## src/rtl/pos_cell_ctrl.sv

```systemverilog
// Sequencer and single-port arbiter for one cell position RAM: serves a
// count-then-particles read stream and a motion-update write port.
module pos_cell_ctrl #(
  parameter int unsigned DATA_WIDTH   = 96,
  parameter int unsigned ADDR_WIDTH   = 8,
  parameter int unsigned PARTICLE_NUM = 220,
  parameter int unsigned RD_LATENCY   = 2
) (
  input  logic                  clk,
  input  logic                  rst_n,
  input  logic                  rd_start,
  output logic                  rd_busy,
  output logic                  rd_valid,
  output logic [DATA_WIDTH-1:0] rd_data,
  output logic [ADDR_WIDTH-1:0] rd_pid,
  output logic                  rd_done,
  input  logic                  wr_req,
  input  logic [ADDR_WIDTH-1:0] wr_addr,
  input  logic [DATA_WIDTH-1:0] wr_data,
  output logic                  wr_gnt,
  output logic                  cnt_err,
  output logic [ADDR_WIDTH-1:0] mem_address,
  output logic [DATA_WIDTH-1:0] mem_data,
  output logic                  mem_rden,
  output logic                  mem_wren,
  input  logic [DATA_WIDTH-1:0] mem_q
);

  typedef enum logic [2:0] {
    IDLE, WR, RD_CNT, CNT_WAIT, STREAM, DRAIN
  } state_t;

  localparam int unsigned            WW        = $clog2(RD_LATENCY) + 1;
  localparam logic [WW-1:0]          WAIT_LAST = WW'(RD_LATENCY - 1);
  localparam logic [ADDR_WIDTH-1:0]  CNT_MAX   = ADDR_WIDTH'(PARTICLE_NUM - 1);

  state_t                                 state_q, state_d;
  logic [WW-1:0]                          wait_q, wait_d;
  logic [ADDR_WIDTH-1:0]                  count_q, count_d;
  logic                                   err_q, err_d;
  logic                                   pend_q, pend_d;
  logic [ADDR_WIDTH-1:0]                  addr_q, addr_d;
  logic [DATA_WIDTH-1:0]                  data_q, data_d;
  logic                                   rden_q, rden_d;
  logic                                   wren_q, wren_d;
  logic [RD_LATENCY-1:0]                  vld_q, vld_d;
  logic [RD_LATENCY-1:0][ADDR_WIDTH-1:0]  pid_q, pid_d;

  logic [ADDR_WIDTH-1:0] cnt_raw, cnt_clamped;
  logic                  cnt_over, wait_last;

  always_comb begin
    cnt_raw     = mem_q[ADDR_WIDTH-1:0];
    cnt_over    = cnt_raw > CNT_MAX;
    cnt_clamped = cnt_over ? CNT_MAX : cnt_raw;
    wait_last   = (wait_q == WAIT_LAST);

    state_d = state_q;
    wait_d  = wait_q;
    count_d = count_q;
    err_d   = err_q;

    unique case (state_q)
      IDLE: begin
        if (wr_req)                  state_d = WR;
        else if (rd_start || pend_q) state_d = RD_CNT;
      end
      WR:     state_d = (pend_q || rd_start) ? RD_CNT : IDLE;
      RD_CNT: begin
        state_d = CNT_WAIT;
        wait_d  = '0;
      end
      CNT_WAIT: begin
        if (wait_last) begin
          count_d = cnt_clamped;
          err_d   = err_q | cnt_over;
          state_d = (cnt_clamped != '0) ? STREAM : IDLE;
        end else begin
          wait_d = wait_q + 1'b1;
        end
      end
      STREAM: begin
        if (addr_q == count_q) begin
          state_d = DRAIN;
          wait_d  = '0;
        end
      end
      DRAIN: begin
        if (wait_last) state_d = IDLE;
        else           wait_d  = wait_q + 1'b1;
      end
      default: state_d = IDLE;
    endcase

    // A read request is consumed only by entering RD_CNT; otherwise it merges into pend.
    pend_d = (state_d == RD_CNT) ? 1'b0 : (pend_q | rd_start);

    // RAM-side outputs are registered from the next state.
    rden_d = (state_d == RD_CNT) || (state_d == STREAM);
    wren_d = (state_d == WR);
    data_d = (state_d == WR) ? wr_data : '0;
    unique case (state_d)
      WR:      addr_d = wr_addr;
      STREAM:  addr_d = (state_q == STREAM) ? addr_q + 1'b1 : ADDR_WIDTH'(1);
      default: addr_d = '0;
    endcase

    vld_d    = '0;
    pid_d    = '0;
    vld_d[0] = (state_q == STREAM);
    pid_d[0] = addr_q;
    for (int unsigned i = 1; i < RD_LATENCY; i++) begin
      vld_d[i] = vld_q[i-1];
      pid_d[i] = pid_q[i-1];
    end
  end

  always_ff @(posedge clk or negedge rst_n) begin
    if (!rst_n) begin
      state_q <= IDLE;
      wait_q  <= '0;
      count_q <= '0;
      err_q   <= 1'b0;
      pend_q  <= 1'b0;
      addr_q  <= '0;
      data_q  <= '0;
      rden_q  <= 1'b0;
      wren_q  <= 1'b0;
      vld_q   <= '0;
      pid_q   <= '0;
    end else begin
      state_q <= state_d;
      wait_q  <= wait_d;
      count_q <= count_d;
      err_q   <= err_d;
      pend_q  <= pend_d;
      addr_q  <= addr_d;
      data_q  <= data_d;
      rden_q  <= rden_d;
      wren_q  <= wren_d;
      vld_q   <= vld_d;
      pid_q   <= pid_d;
    end
  end

  // Count-0 completion is decided from mem_q in the last wait cycle itself.
  assign rd_done = ((state_q == CNT_WAIT) && wait_last && (cnt_clamped == '0)) ||
                   ((state_q == DRAIN) && wait_last);
  assign rd_busy     = (state_q == RD_CNT) || (state_q == CNT_WAIT) ||
                       (state_q == STREAM) || (state_q == DRAIN);
  assign rd_valid    = vld_q[RD_LATENCY-1];
  assign rd_pid      = pid_q[RD_LATENCY-1];
  assign rd_data     = mem_q;
  assign wr_gnt      = wren_q;
  assign cnt_err     = err_q;
  assign mem_address = addr_q;
  assign mem_data    = data_q;
  assign mem_rden    = rden_q;
  assign mem_wren    = wren_q;

endmodule

```

## config.mk

```make
export PLATFORM = sky130hd
export DESIGN_NAME = pos_cell_ctrl
export DESIGN_NICKNAME = d
export VERILOG_FILES = /design/src/rtl/pos_cell_ctrl.sv
export SDC_FILE = /design/constraint.sdc
export NUM_CORES = 1
export LEC_CHECK = 0
export ABC_AREA = 1
export ABC_CLOCK_PERIOD_IN_PS = 1380
export CAP_MARGIN = 0
export CELL_PAD_IN_SITES_DETAIL_PLACEMENT = 2
export CELL_PAD_IN_SITES_GLOBAL_PLACEMENT = 2
export CORE_MARGIN = 10
export CORE_UTILIZATION = 17
export CTS_CLUSTER_DIAMETER = 200
export DETAILED_ROUTE_END_ITERATION = 10
export PLACE_DENSITY = 0.74
export SETUP_SLACK_MARGIN = 0.02
export SYNTH_ARGS = -nofsm -noshare
export SYNTH_HDL_FRONTEND = slang
export SYNTH_SLANG_ARGS = --single-unit
```

## constraint.sdc

```tcl
create_clock -name clk -period 1.38 [get_ports clk]
set_clock_uncertainty 0.1 [all_clocks]
set_input_delay 0.276 -clock clk [delete_from_list [all_inputs] [get_ports clk]]
set_output_delay 0.276 -clock clk [all_outputs]
set_load 0.02 [all_outputs]
```

# [Yosys cells after proc, flatten, opt, wreduce, memory -nomap -nowiden]
# Cells that the tools add are included.
[totals] wordCells=61 out_inout_bits=215 register_bits=139
[classes] n_bitwise=2 muxes=16 n_reduce_logical=16 add_sub_neg=2 eq_ne=12 magnitude_cmp=1
[op_table] op="96-bit two-way mux" n=1
[op_table] op="3-bit two-way mux" n=6
[op_table] op="3-bit one-hot mux with 6 select lines" n=1
[op_table] op="8-bit two-way mux" n=2
[op_table] op="8-bit one-hot mux with 2 select lines" n=1
[op_table] op="3-bit by 2-bit equality test with 1-bit output, second input constant" n=3
[op_table] op="3-bit equality test, second input constant" n=3
[op_table] op="8-bit by 1-bit adder with 8-bit output, second input constant" n=1
[op_table] op="8-bit equality test" n=1
[op_table] op="8-bit greater-than comparator, second input constant" n=1
[op_table] op="8-bit logical NOT" n=1
[op_table] op="8-bit nonzero test" n=1
[op_table] op="3-bit by 1-bit equality test with 1-bit output, second input constant" n=2
[op_table] op="1-bit logical OR" n=6
[op_table] op="2-bit two-way mux" n=3
[op_table] op="2-bit one-hot mux with 3 select lines" n=1
[op_table] op="1-bit logical AND" n=3
[op_table] op="3-bit logical NOT" n=1
[op_table] op="3-bit AND reduction" n=1
[op_table] op="3-bit nonzero test" n=1
[op_table] op="2-bit by 1-bit adder with 2-bit output, second input constant" n=1
[op_table] op="2-bit by 1-bit equality test with 1-bit output, second input constant" n=1
[op_table] op="2-bit by 1-bit != test with 1-bit output, second input constant" n=1
[op_table] op="2-bit != test, second input constant" n=1
[op_table] op="4 further kinds" n=5

# [Logic depth before layout (Yosys ltp)]
# Gate-level depths: netlist of the first run.
[depth] word_depth=8 depth_mapped=11 depth_no_buf=11

# [Least setup slack after synthesis of the first run]
# OpenSTA, ideal clock, no wires.
[synth_path] kind="register to output" start="register wait_q[1]" end="output rd_done" path_buffers=0 slack_ns=-0.271 stages_incl_launch_ff=7 arrival_ns=1.275 path_cell_list="dfrtp_1 -> inv_1 -> ha_1 -> inv_1 -> nor2_2 -> inv_2 -> o22ai_1"
[synth_between] elab_chain_len=4
[synth_rtl] item="start, declared" line="38" text="logic [WW-1:0] wait_q, wait_d;"
[synth_rtl] item="start signal, assigned" line="133" text="wait_q <= wait_d;"
[synth_rtl] item="2-bit by 1-bit equality test with 1-bit output (*)" line="56" text="wait_last = (wait_q == WAIT_LAST);"
[synth_rtl] item="1-bit logical AND (2 in series)" line="147" text="assign rd_done = ((state_q == CNT_WAIT) && wait_last && (cnt_clamped == '0)) ||"
[synth_rtl] item="1-bit logical OR (*)" line="147"
[synth_rtl] item="end, declared" line="16" text="output logic rd_done,"
# Mark *: on every way between the ends. The rest lies on a longest branch, timed or not.

# [Worst setup path after layout of the first run]
[layout_path] start="register state_q[2]" end="output rd_busy"
[layout_between] elab_chain_len=4
[layout_rtl] item="start, declared" line="37" text="state_t state_q, state_d;"
[layout_rtl] item="start signal, assigned" line="132" text="state_q <= state_d;"
[layout_rtl] item="3-bit by 2-bit equality test with 1-bit output" line="149" text="assign rd_busy = (state_q == RD_CNT) || (state_q == CNT_WAIT) ||"
[layout_rtl] item="1-bit logical OR (2 in series)" line="149"
[layout_rtl] item="1-bit logical OR (*)" line="150" text="(state_q == STREAM) || (state_q == DRAIN);"
[layout_rtl] item="end, declared" line="12" text="output logic rd_busy,"
# Marks and branches as above.

==> results.sh, run 1 <==
export IMPL_outcome="complete, but fails checks"
export IMPL_violations="negative setup slack"
export IMPL_slowest_delay_ps=410
export IMPL_crit_path_start_kind="flop"
export IMPL_synth_cells=624
export IMPL_area_growth_synth_to_final_pct=62.76
export IMPL_rsz0062_at_grt="true"
export IMPL_coreArea_um2=33780
export IMPL_synthMuxAreaShare_pct=0
export IMPL_cp_arrival_ps=1490
export IMPL_antenna_cells=0
export IMPL_drc_errors=0
export IMPL_hp_class="in -> reg"
export IMPL_synth_adder_area_share_pct=0.4263
export IMPL_h_tree_depth=4
export IMPL_start_util_pct=17.37
export IMPL_drtIter0Drc=112
export IMPL_gp_congestion=0.7188
export IMPL_synth_xor_area_share_pct=0.4477
export IMPL_power_density_nw_per_um2=1691
export IMPL_avgRoutedWirePerCell_um=17.44
export IMPL_worst_slew_pin_transition_ps=321.6
export IMPL_ioPinCount=419
export IMPL_ir_worst_vdd_mv=0.7984
export IMPL_synth_edff_count=0
export IMPL_crit_chain="buf_4 -> nand3_4 -> buf_6 -> nand3_2 -> buf_6"
export IMPL_grt_total_usage_pct=10.57
export IMPL_crit_type="reg -> out"
export IMPL_setup_ws_ps=-482.3
export IMPL_setup_viol=119
export IMPL_p_leak_nw=5.058
export IMPL_setup_tns_ps=-21910
export IMPL_antenna_found_initial=0
export IMPL_cp_required_ps=1000
export IMPL_min_period_over_period_pct=134.9
export IMPL_grt_pass1_wl_mm=33.26
export IMPL_synth_simple_gate_area_share_pct=15.07
export IMPL_grt_max_degree=32
export IMPL_post_route_cells_drive_above_1_share_pct=36.41
export IMPL_timing_final_crit_period_ps=1862
export IMPL_fin_cells=1316
export IMPL_grt_pass1_vias=5377
export IMPL_dr_pass1_iters=4
export IMPL_row_count=67
export IMPL_totalWireLength_mm=22.95
export IMPL_placed_cells=1262
export IMPL_relSlewSlack_pct=78.56
export IMPL_die_x_um=205.8
export IMPL_fmax_mhz=537.0
export IMPL_post_dp_hpwl_mm=17.27
export IMPL_die_area_um2=42360
export IMPL_drv_cap=0
export IMPL_die_y_um=205.8
export IMPL_critPathCaptureType="primary output"
export IMPL_vias_per_cell=3.563
export IMPL_fillers=3707
export IMPL_yosysWarnings=0
export IMPL_cp_common_cell="buf_6"
export IMPL_synthesis_nets=830
export IMPL_cts_reportedPaths_clkPinSlew_ps=70
export IMPL_synthFlopType="dfrtp_1"
export IMPL_grt_overflow=0
export IMPL_ys_types=31
export IMPL_yosysSeqAreaShare_pct=59.26
export IMPL_clock_root_buffer="clkbuf_16"
export IMPL_async_flop_share_pct=100.0
export IMPL_hold_violations=0
export IMPL_clk_path_buf_depth=2
export IMPL_drv_slew=0
export IMPL_syn_cell_area_um2=5869
export IMPL_synth_compound_area_share_pct=2.302
export IMPL_pre_cts_ws_ps=-1097
export IMPL_total_power_mw=16.16
export IMPL_worstPathMaxFanout=4
export IMPL_layout_nets=1061
export IMPL_synth_seq_cells=139
export IMPL_clock_latency_ps=420
export IMPL_place_area_um2=8583
export IMPL_cts_tree="yes"
export IMPL_stdcell_area_um2=9553
export IMPL_avgSynthCellArea_um2=9.406
export IMPL_cts_sinks=139
export IMPL_port_buffers=242
export IMPL_ant_nets=0
export IMPL_cts_buffers_inserted=17
export IMPL_slowest_stage="dfrtp_1"
export IMPL_synth_top_family_by_area="buffers and inverters"
export IMPL_vias=4689
[per-layer routing]
| metal | track usage [%] | part of all wire, % | vias up |
|---|---|---|---|
| met3 | 5.111 | 9.7 | 14 |
| met5 | 0 | 0 | - |
| met4 | 3.623 | 1.1 | 0 |
| met2 | 17.47 | 49 | 217 |
| li1 | - | - | 2168 |
| met1 | 11.65 | 40 | 2290 |
[critical path, delay by kind of cell (launching register included)]
family,cells,cell delay [ps]
AND/OR/NAND/NOR,2,200
flip-flops,1,410
buffers and inverters,3,440
[layout by cell type (no fill, tap or decap), types with 4 or more instances in the layout]
master,netlist,final
dlygate4sd2_1,0,8
clkbuf_16,0,17
buf_4,105,75
inv_2,6,8
buf_12,0,6
buf_6,0,84
nand3_1,8,5
clkinv_4,0,4
dfrtp_2,0,8
buf_2,6,40
nand2_2,4,6
nand2_1,73,70
nor2_1,115,88
o21ai_0,8,5
a21oi_2,1,4
nor2_4,2,7
nor2_2,3,25
inv_1,121,117
dfrtp_1,139,131
clkdlybuf4s50_1,0,107
[sequential cells by signal (all words and copies together), names as in the netlist]
name	flops
pend_q	1
pid_d	8
mem_rden	1
mem_wren	1
count_q	8
state_q	3
vld_q	2
mem_address	8
rd_pid	8
mem_data	96
cnt_err	1
wait_q	2
[where the power goes]
| group | internal (mW) | switching (mW) | leakage [nW] |
|---|---|---|---|
| Combinational | 3.02 | 3.16 | 2.91 |
| Clock | 2.73 | 1.90 | 0.277 |
| Sequential | 4.88 | 0.470 | 1.88 |
| Total | 10.6 | 5.53 | 5.06 |
[area by class of cell]
type	instances	area (µm²)	share of cell area, %
repair buffers	328	3152	32.99
clock inverters	12	140.1	1.467
flip-flops and latches	139	3488	36.52
inverters	128	490.5	5.134
well taps	448	560.5	5.868
multi-input cells	241	1275	13.35
clock buffers	20	446.7	4.676
[worst paths after layout]
| check | startpoint | endpoint | slack (ps) | cells after the start |
|---|---|---|---|---|
| min | mem_q[1] | count_q[1] | 110 | 3 |
| max reg2reg | state_q[2] | mem_address[5] | -440 | 11 |
| max in group asynchronous | rst_n | mem_data[86] | 440 | 3 |
| min reg2reg | pid_d[15] | rd_pid[7] | 250 | 0 |
| max | state_q[2] | rd_busy | -480 | 5 |
| min in group asynchronous | rst_n | mem_data[63] | 220 | 2 |
[synthesized netlist by cell type (2+ instances only)]
cell,instances,area (µm²)
nand3_1,8,40.04
nor2_2,3,18.77
nor2_1,115,431.7
o21ai_0,8,40.04
inv_2,6,22.52
nand4_1,2,12.51
inv_1,121,454.2
nand2_1,73,274.0
nor2_4,2,22.52
xnor2_1,3,26.28
ha_1,2,25.02
buf_1,2,7.510
clkbuf_1,3,11.26
o21bai_1,2,15.01
buf_4,105,788.3
nand2_2,4,25.02
buf_2,6,30.03
dfrtp_1,139,3478
nand3_2,2,20.02
a21oi_1,7,35.03
[through the flow]
stage                     hold slack [ps]  utilization, %
after CTS                           197.4           27.05
after global placement              89.46           25.41
final                               111.3           28.28
after global routing                123.5           28.28
after floorplan                    -119.6               -
after detailed placement            81.87           25.41
[repair_timing]
item                                    CTS  global route
buffers inserted                         13             5
endpoints found under the hold margin   139             0
pin swaps                                11             7
resized for setup                       584           138
hold buffers                              1             0
gates cloned                              4             0
endpoints found under the setup margin  237           198
[cell families after synthesis]
| family | Yosys count |
|---|---|
| fa+ha+maj | 2 |
| compound gates | 23 |
| buf+inv | 244 |
| xor+xnor | 3 |
| flops | 139 |
| simple gates | 213 |
Power figures use the tool's default switching activity.
==> inputs of run 2 (changes only) <==
Settings changed: SLEW_MARGIN set to 20.
==> results of run 2 <==
The final DEF is identical to that of run 1; final timing and power are the same.
